`config.mk`:
```
export PLATFORM = sky130hd
export DESIGN_NAME = mc_control
export DESIGN_NICKNAME = d
export VERILOG_FILES = /design/src/rtl/mc_control.sv
export SDC_FILE = /design/constraint.sdc
export NUM_CORES = 1
export LEC_CHECK = 0
export ABC_CLOCK_PERIOD_IN_PS = 1400
export CORE_AREA = 2 2 39 41
export CTS_CLUSTER_SIZE = 20
export DETAILED_ROUTE_END_ITERATION = 12
export DIE_AREA = 0 0 41 43
export DONT_BUFFER_PORTS = 1
export GPL_TIMING_DRIVEN = 0
export PLACE_DENSITY = 0.62
export SLEW_MARGIN = 25
export SYNTH_ARGS = -nofsm -noshare
export SYNTH_HDL_FRONTEND = slang
export SYNTH_SLANG_ARGS = --single-unit
```
`constraint.sdc`:
```
create_clock -name clk -period 1.4 [get_ports clk]
set_input_delay 0.14 -clock clk [delete_from_list [all_inputs] [get_ports clk]]
set_output_delay 0.14 -clock clk [all_outputs]
set_load 0.05 [all_outputs]
```
`src/rtl/mc_control.sv`:
```
`timescale 1ns/1ps
// mc_control: multi-cycle CPU control unit (IF/ID/EXE/MEM/WB/HALT sequencer plus datapath decodes).
// Latency: j/illegal 2 cycles, beq 3, ALU-class 4, sw 4, lw 5; outputs are combinational from state and op.
// Backpressure: none; the sequencer advances every cycle, and HALT is left only through rst.
//
// Ports:
//   clk, rst   - clock, synchronous active-high reset
//   op, zero   - instruction opcode (stable from end of IF), ALU zero flag (used only in EXE for beq)
//   state      - current state encoding
//   PCWre, IRWre, RegWre, DataMemRW - write enables (all forced low while rst is high)
//   ALUSrcB, ALUOp, RegDst, ALUM2Reg, ExtSel, PCSrc - datapath steering decodes
module mc_control (
   input  logic       clk,
   input  logic       rst,
   input  logic [5:0] op,
   input  logic       zero,
   output logic [2:0] state,
   output logic       PCWre,
   output logic       IRWre,
   output logic       ALUSrcB,
   output logic [2:0] ALUOp,
   output logic       RegWre,
   output logic       RegDst,
   output logic       ALUM2Reg,
   output logic       DataMemRW,
   output logic       ExtSel,
   output logic [1:0] PCSrc
);

   typedef enum logic [2:0] {
      S_IF   = 3'b000,
      S_ID   = 3'b001,
      S_EXE  = 3'b010,
      S_MEM  = 3'b011,
      S_WB   = 3'b100,
      S_HALT = 3'b111
   } state_t;

   localparam logic [5:0] OP_ADD  = 6'b000000;
   localparam logic [5:0] OP_SUB  = 6'b000001;
   localparam logic [5:0] OP_ADDI = 6'b000010;
   localparam logic [5:0] OP_OR   = 6'b010000;
   localparam logic [5:0] OP_AND  = 6'b010001;
   localparam logic [5:0] OP_ORI  = 6'b010010;
   localparam logic [5:0] OP_SLL  = 6'b011000;
   localparam logic [5:0] OP_SLT  = 6'b100110;
   localparam logic [5:0] OP_SW   = 6'b110000;
   localparam logic [5:0] OP_LW   = 6'b110001;
   localparam logic [5:0] OP_BEQ  = 6'b110100;
   localparam logic [5:0] OP_J    = 6'b111000;
   localparam logic [5:0] OP_HALT = 6'b111111;

   state_t cur_state;
   state_t nxt_state;

   // opcode class decodes
   logic is_add, is_sub, is_addi, is_or, is_and, is_ori, is_sll, is_slt;
   logic is_sw, is_lw, is_beq, is_j, is_halt, is_alu;

   assign is_add  = (op == OP_ADD);
   assign is_sub  = (op == OP_SUB);
   assign is_addi = (op == OP_ADDI);
   assign is_or   = (op == OP_OR);
   assign is_and  = (op == OP_AND);
   assign is_ori  = (op == OP_ORI);
   assign is_sll  = (op == OP_SLL);
   assign is_slt  = (op == OP_SLT);
   assign is_sw   = (op == OP_SW);
   assign is_lw   = (op == OP_LW);
   assign is_beq  = (op == OP_BEQ);
   assign is_j    = (op == OP_J);
   assign is_halt = (op == OP_HALT);
   assign is_alu  = is_add | is_sub | is_addi | is_or | is_and | is_ori | is_sll | is_slt;

   // state-independent datapath steering
   assign ALUSrcB  = is_addi | is_ori | is_lw | is_sw;
   assign RegDst   = is_add | is_sub | is_or | is_and | is_sll | is_slt;
   assign ALUM2Reg = is_lw;
   assign ExtSel   = ~is_ori;
   assign state    = cur_state;

   always_comb begin
      ALUOp = 3'b000;
      if (is_sub | is_beq)     ALUOp = 3'b001;
      else if (is_slt)         ALUOp = 3'b010;
      else if (is_sll)         ALUOp = 3'b100;
      else if (is_or | is_ori) ALUOp = 3'b101;
      else if (is_and)         ALUOp = 3'b110;
   end

   always_ff @(posedge clk) begin
      if (rst) cur_state <= S_IF;
      else     cur_state <= nxt_state;
   end

   // next state and per-state enables; PCWre fires in the last state of each instruction
   always_comb begin
      nxt_state = S_IF;
      PCWre     = 1'b0;
      IRWre     = 1'b0;
      RegWre    = 1'b0;
      DataMemRW = 1'b0;
      PCSrc     = 2'b00;
      case (cur_state)
         S_IF: begin
            IRWre     = 1'b1;
            nxt_state = S_ID;
         end
         S_ID: begin
            if (is_alu | is_lw | is_sw | is_beq) begin
               nxt_state = S_EXE;
            end else if (is_halt) begin
               nxt_state = S_HALT;
            end else begin
               // j completes here; illegal opcodes retire as a nop
               nxt_state = S_IF;
               PCWre     = 1'b1;
               if (is_j) PCSrc = 2'b10;
            end
         end
         S_EXE: begin
            if (is_alu) begin
               nxt_state = S_WB;
            end else if (is_lw | is_sw) begin
               nxt_state = S_MEM;
            end else begin
               nxt_state = S_IF;
               if (is_beq) begin
                  PCWre = 1'b1;
                  if (zero) PCSrc = 2'b01;
               end
            end
         end
         S_MEM: begin
            if (is_lw) begin
               nxt_state = S_WB;
            end else begin
               nxt_state = S_IF;
               if (is_sw) begin
                  PCWre     = 1'b1;
                  DataMemRW = 1'b1;
               end
            end
         end
         S_WB: begin
            PCWre     = 1'b1;
            RegWre    = 1'b1;
            nxt_state = S_IF;
         end
         S_HALT: begin
            nxt_state = S_HALT;
         end
         default: begin
            nxt_state = S_IF;
         end
      endcase
      // write enables must stay quiet during the reset cycle, even mid-instruction
      if (rst) begin
         PCWre     = 1'b0;
         IRWre     = 1'b0;
         RegWre    = 1'b0;
         DataMemRW = 1'b0;
      end
   end

endmodule

```
# After elaboration in Yosys (flattened, before gate mapping)
# Index checks and enable logic that the tools add are counted.
# W data, S select, Z words.
[word_totals] regBits=3 latchBits=0 mem_bits_rw=0 romBits=0 inputBits=9 output_inout_bits=16 elab_cells=75 n_memories=0
[classes] addsub=0 mul=0 div_mod_pow=0 n_lt_le_gt_ge=0 n_eq_ne=17 shifts=0 n_mux=34 bitwise_logic=21 n_reduce_logical=2
[ops] operator="$eq A6 B6 Y1 const B" count=6
[ops] operator="$mux W3" count=9
[ops] operator="$eq A6 B5 Y1 const B" count=4
[ops] operator="$or A1 B1 Y1" count=20
[ops] operator="$mux W1" count=18
[ops] operator="$pmux W3 S5" count=1
[ops] operator="$mux W2" count=4
[ops] operator="$eq A3 B2 Y1 const B" count=2
[ops] operator="$eq A3 B3 Y1 const B" count=2
[ops] operator="$eq A6 B1 Y1 const B" count=1
[ops] operator="$eq A6 B2 Y1 const B" count=1
[ops] operator="$logic_not A6 Y1" count=1
[ops] operator="$pmux W1 S4" count=1
[ops] operator="$pmux W2 S2" count=1
[ops] operator="$eq A3 B1 Y1 const B" count=1
[ops] operator="$logic_not A3 Y1" count=1
[ops] operator="$not A1 Y1" count=1

# Depth between registers and ports, before layout
# Gate-level depths: netlist (run 1).
[logic_depth] ltp_word=14 mapped_depth=6 mapped_depth_nobuf=5

# Least setup slack after synthesis (run 1)
# OpenSTA, ideal clock, no wires.
[synth_path] kind="reg-to-output" startpoint="register cur_state[2] (netlist: state[2])" endpoint="output port PCWre" arrival_ns=3.102 slack_ns=-1.842 stages_incl_launch_ff=4 cell_sequence="dfxtp_1 buf_2 nor4b_1 a211o_1"
[synth_between] elab_chain_cells=3 word_cells_on_any_way=6 cone_classes="4 x eq/ne; 2 x mux"
[synth_rtl] element="start, declared" line="53" rtl="state_t cur_state;"
[synth_rtl] element="start signal, assigned" line="93" rtl="else cur_state <= nxt_state;"
[synth_rtl] element="$eq A3 B3 Y1, or another cell as far along" line="104" rtl="case (cur_state)"
[synth_rtl] element="$pmux W1 S4 *" line="104"
[synth_rtl] element="$mux W1 *" line="158" rtl="if (rst) begin"
[synth_rtl] element="end, declared" line="18" rtl="output logic PCWre,"
# Mark *: on every way between the ends. The rest lies on a longest branch, timed or not.

# Worst setup path in the final report (run 1)
[layout_path] startpoint="register cur_state[2] (netlist: state[2])" endpoint="output port PCSrc[0]"
[layout_between] elab_chain_cells=2 word_cells_on_any_way=3 cone_classes="2 x eq/ne; 1 x mux"
[layout_rtl] element="$eq A3 B2 Y1 / $eq A3 B1 Y1 (equally long branches)" line="104"
[layout_rtl] element="$pmux W2 S2 *" line="104"
[layout_rtl] element="end, declared" line="27" rtl="output logic [1:0] PCSrc"
# Marks and branches as above.

==> results of run 1 <==
[kinds of logic (layout without fill, tap and decap cells)]
| family | after synthesis | after routing | synth area share (%) |
|---|---|---|---|
| flops | 3 | 3 | 11.1 |
| simple gates | 47 | 47 | 47.0 |
| buf+inv | 13 | 26 | 12.7 |
| compound gates | 23 | 23 | 29.3 |
[metal layers]
layer  track usage (%)  up-vias  part of all wire, %
li1                  -      351                    -
met1              31.6      357                   43
met2              30.6       36                   48
met3              6.28        5                  7.3
met4              8.00        0                  1.7
met5                 0        -                    0
[what timing repair did]
item                                   in CTS  in global routing
endpoints found under the hold margin       1                  0
hold buffers                                1                  0
setup buffers                               3                  5
pin swaps                                   8                  8
setup endpoints to repair                   9                  7
resized for setup                          10                  8
[cells in the mapped netlist]
library cell and number:
or4_1 2, a211oi_1 3, nor2_1 12, and2_1 2
clkbuf_1 4, nand2_1 8, nand3b_1 1, nor3_1 3
nand4_1 3, buf_6 1, o211ai_1 1, buf_2 1
o22ai_1 1, inv_1 4, o21ai_0 5, nor2b_1 1
a22oi_1 1, o21bai_1 1, o31ai_1 1, dfxtp_1 3
nand2_4 1, nand2b_1 2, a32o_1 1, nand3_1 3
nor4b_1 2, or3_4 1, o211a_1 2, a21oi_1 4
a211o_1 1, a31oi_1 1, a41o_1 1, nor4_1 5
or3_1 1, buf_4 3
[area by class of cell]
type / instances / share of cell area, %
Sequential cell: 3 / 7.92
Clock buffer: 4 / 2.92
Timing Repair Buffer: 9 / 10.3
Inverter: 4 / 1.67
Tap cell: 16 / 2.22
Buffer: 9 / 11.9
Multi-Input combinational cell: 70 / 63.1
[worst min-delay path: stages]
cell and delay [ns]:
nor3_1 0.03, nand2_1 0.06, o211ai_1 0.07
[report_power, final]
part | internal (mW) | total (mW) | switching (mW)
logic | 0.0790 | 0.208 | 0.129
registers | 0.0868 | 0.104 | 0.0171
clock network | 0.107 | 0.154 | 0.0469
[worst min path at each step]
stage                     startpoint                  end  slack (ns)
after floorplan                  rst  state[0]$_SDFF_PP0_        0.20
after detailed placement         rst  state[0]$_SDFF_PP0_        0.21
after global placement           rst  state[0]$_SDFF_PP0_        0.21
after global routing             rst  state[1]$_SDFF_PP0_        0.16
final                            rst  state[1]$_SDFF_PP0_        0.12
after CTS                        rst  state[1]$_SDFF_PP0_        0.12
[cells in the final DEF, fill, tap and decap left out, types with 3 or more instances in the layout]
cell type,synthesis,layout
buf_6,1,5
a211oi_1,3,3
dfxtp_4,0,3
nand4_1,3,3
clkbuf_4,0,3
buf_4,3,6
nand2_1,8,7
a21oi_1,4,3
inv_1,4,4
o21ai_0,5,3
nand3_1,3,3
nor4_4,0,4
nor2_1,12,11
==> impl_metrics.ini, run 1 <==
[logic_synthesis]
synthTopCellsByArea = dfxtp_1, nor2_1, nor4_1
synth_top_area_share_pct = 11.1
seq_area_frac_synth_pct = 11.1
synth_largest_area_cell = dfxtp_1
syn_inst = 86
yosys_warnings = 0
synthesis.area_um2 = 543
synth_cell_types = 34
ys_ff_latch = 3
synth.avg_cell_area_um2 = 6.31
syn_nets = 95

[route]
wl_um = 1810
remaining_drc_errors = 0
drt_iter0_markers = 20
first_pass_iters = 4
ant_nets = 0
num_vias = 749
viasPerCell = 6.51
wire_per_inst_um = 15.7

[placed_design]
gp_congestion = 0.795
placed_area_um2 = 719
io_buffers = 0
dp.cells = 102
dpl.hpwl_um = 1220
post-place-ws_ns = -0.423

[worst_setup_path]
crit_path_top_delay_cell = nor4_4
r2r_start = state[2]$_SDFF_PP0_
crit_cells = 3
path_buf_inv = 1
path_class = flop to output pin
slowest_delay_ns = 0.63
worstReg2RegEnd = state[2]$_SDFF_PP0_
worstPathRequired_ns = 1.26
crit_path_end = PCSrc[0]
regToRegSetupSlack_ns = -0.16
arrival_ns = 1.86
critPathCaptureType = output pin
ff2ff_path_depth = 8
critPathLaunch = state[2]$_SDFF_PP0_
critPathLaunchType = flop
critPathTopFamily = simple AND/OR/NAND/NOR gates
critPathMaxFanout = 4
cp_cell_sequence = buf_8, or4_4, nor4_4

[job]
cap_violations = 0

[layout]
layout.area.seq_um2 = 71.3
final_util_pct = 65.1
area_delta_synth_final_pct = 65.9
final_cell_count_no_fill = 115
nFillCells = 123
nets = 109
num_antenna_cells = 0
largest_register_ffs = 3
final_cell_area_um2 = 901
drive_gt1_share_pct = 41.4
multi_input_area_um2 = 568

[status]
status = finished, violations left
violations = setup timing

[timing]
period_share_pct = 143
slew-limit-headroom_pct = 46.6
finClkSkew_ns = 0.00268
setup_viol = 8
max_freq_mhz = 499
layout_setup_ws_ns = -0.602
hold_slack_ns = 0.118
grt_setup_unrepaired = yes
drv_slew = 0
fin_setup_tns_ns = -2.92
hold_viol = 0
period_needed_ns = 2.00
worst_slew_pin_slew_ns = 0.796

[pwr]
p_leak_nw = 0.347
p_total_mw = 0.466
power_density_nw_per_um2 = 517
ir_drop_mv = 0.431

[grt]
antenna_found_initial = 0
grt.total_usage_pct = 22.1
grt_max_degree = 11
grt_pass1_vias = 602
grt.overflow.total = 0
grt_pass1_wl_um = 2710

[clock_tree]
clk_latency_ns = 0.24
cts_buffers = 3
htreeDepth = 1
cts_buffer_depth = 2
clkTransAtPathRegs_ns = 0.03
root_buffer = clkbuf_4
clock-sinks = 3
cts_tree = done

[floorplan]
die_y_um = 43
dieArea_um2 = 1760
io_pins = 25
initial_core_util_pct = 39.2
die_w_um = 41
placementRows = 14
fp.coreArea_um2 = 1380

[worst_hold_path]
hold_path.class = primary input to flop
hold_path_depth = 3
(Power assumes the default switching activity.)
==> run 2: changes to the inputs <==
--- a/config.mk
+++ b/config.mk
@@ -7,7 +7,7 @@
 export LEC_CHECK = 0
 export ABC_CLOCK_PERIOD_IN_PS = 1400
 export CORE_AREA = 2 2 39 41
-export CTS_CLUSTER_SIZE = 20
+export CTS_CLUSTER_SIZE = 24
 export DETAILED_ROUTE_END_ITERATION = 12
 export DIE_AREA = 0 0 41 43
 export DONT_BUFFER_PORTS = 1
==> constraint.sdc (replaced) <==
create_clock -name clk -period 1.4 [get_ports clk]
set_input_delay 0.21 -clock clk [delete_from_list [all_inputs] [get_ports clk]]
set_output_delay 0.21 -clock clk [all_outputs]
set_load 0.05 [all_outputs]
==> run 2 against run 1 <==
The flow still finishes with violations (setup timing). Fmax decreased by 3.1%. Power fell by 0.20%. Clock power shrank 3%. Critical path type unchanged. Critical endpoint unchanged. Largest power group unchanged. Highest routed layer unchanged.
==> impl_metrics.ini, run 2 (synthesized netlist as in run 1, its figures left out) <==
[route]
num_vias = 730
drt_iter0_markers = 26
remaining_drc_errors = 0
wire_per_inst_um = 17.5
wl_um = 1980
highest_layer = met4
dr_wl_met3_um = 134
first_pass_iters = 4
viasPerCell = 6.46
wl_met1_um = 869
ant_nets = 0
wl_met2_um = 957

[timing]
slew-limit-headroom_pct = 45.0
max_freq_mhz = 484
period_needed_ns = 2.07
hold_slack_ns = 0.0578
fin_setup_tns_ns = -3.39
finClkSkew_ns = 0.00393
hold_viol = 0
layout_setup_ws_ns = -0.666
grt_setup_unrepaired = yes
worst_slew_pin_slew_ns = 0.819
period_share_pct = 148
setup_viol = 9
drv_slew = 0

[worst_setup_path]
slowest_delay_ns = 0.64
worstPathRequired_ns = 1.19
worstReg2RegEnd = state[2]$_SDFF_PP0_
critPathCaptureType = output pin
ff2ff_path_depth = 8
crit_path_top_delay_cell = nor4_4
r2r_start = state[2]$_SDFF_PP0_
path_class = flop to output pin
regToRegSetupSlack_ns = -0.16
critPathMaxFanout = 3
cp_cell_sequence = buf_8, or4_4, nor4_4
arrival_ns = 1.86
critPathLaunchType = flop

[grt]
grt_max_degree = 11
grt_pass1_wl_um = 2700
antenna_found_initial = 0
grt.total_usage_pct = 22.1
grt.overflow.total = 0
grt_pass1_vias = 637

[layout]
final_cell_count_no_fill = 113
largest_register_ffs = 3
final_cell_area_um2 = 910
nFillCells = 116
num_antenna_cells = 0
drive_gt1_share_pct = 44.3
area_delta_synth_final_pct = 67.5
layout_commonest_cell = nor2_1
layout_common_cells = nor2_1, nand2_1, buf_4, buf_6, nor4_4
final_util_pct = 65.7
nets = 107

[clock_tree]
clk_latency_ns = 0.23
htreeDepth = 1
cts_tree = done
ctsHoldBuffers = 0
root_buffer = clkbuf_4
clkTransAtPathRegs_ns = 0.04
cts_buffers = 3
clock-sinks = 3
cts_buffer_depth = 2

[pwr]
p_total_mw = 0.465
ir_drop_mv = 0.289
power_density_nw_per_um2 = 511
p_leak_nw = 0.347

[worst_hold_path]
hold_path.class = primary input to flop
hold_path_depth = 1
holdPathEnd = state[0]$_SDFF_PP0_
hp-start = rst

[placed_design]
dp.cells = 102
dpl.hpwl_um = 1270
io_buffers = 0
placed_area_um2 = 754
post-place-ws_ns = -0.532
gp_congestion = 0.799

[floorplan]
placementRows = 14
fp.coreArea_um2 = 1380
initial_core_util_pct = 39.2
die_y_um = 43
die_w_um = 41
dieArea_um2 = 1760
io_pins = 25

[status]
status = finished, violations left
violations = setup timing

[job]
cap_violations = 0
[run 2: worst max path at each step]
stage	depth (start not counted)	to	from	slack (ns)
floorplan	3	PCSrc[0]	state[2]$_SDFF_PP0_	-0.47
global route	3	PCSrc[0]	state[2]$_SDFF_PP0_	-0.71
global placement	6	PCWre	op[1]	-0.56
CTS	3	PCSrc[0]	state[2]$_SDFF_PP0_	-0.68
finish	3	PCSrc[0]	state[2]$_SDFF_PP0_	-0.67
detailed placement	6	PCWre	op[1]	-0.53
[run 2: area by class of cell]
cell class / instances / area [um2] / share of cell area [%]
Multi-Input combinational cell: 70 / 586 / 64.4
Buffer: 9 / 119 / 13.1
Sequential cell: 3 / 71.3 / 7.84
Timing Repair Buffer: 7 / 67.6 / 7.43
Clock buffer: 4 / 26.3 / 2.89
Inverter: 4 / 20.0 / 2.20
Tap cell: 16 / 20.0 / 2.20
[run 2: critical path: cells and delay by family, from the launching register on]
kind	cells	cell delay [ns]
buf+inv	1	0.14
flops	1	0.40
simple gates	2	1.09
[run 2: report_power, final]
part	total (mW)	switching [mW]	leakage (nW)	internal [mW]
Clock	0.149	0.0421	0.0150	0.107
Sequential	0.104	0.0172	0.0266	0.0867
Combinational	0.212	0.133	0.305	0.0791
[run 2: metal layers]
layer / up-vias / GRT usage, %
li1: 343 / -
met1: 341 / 29.5
met2: 42 / 32.2
met3: 4 / 6.81
met4: 0 / 8.00
met5: - / 0
[run 2: repair_timing]
action | 4_1_cts | 5_1_grt
buffers inserted | 2 | 5
resized for setup | 9 | 8
pin swaps | 9 | 8
endpoints found under the setup margin | 12 | 9
endpoints found under the hold margin | 0 | 0
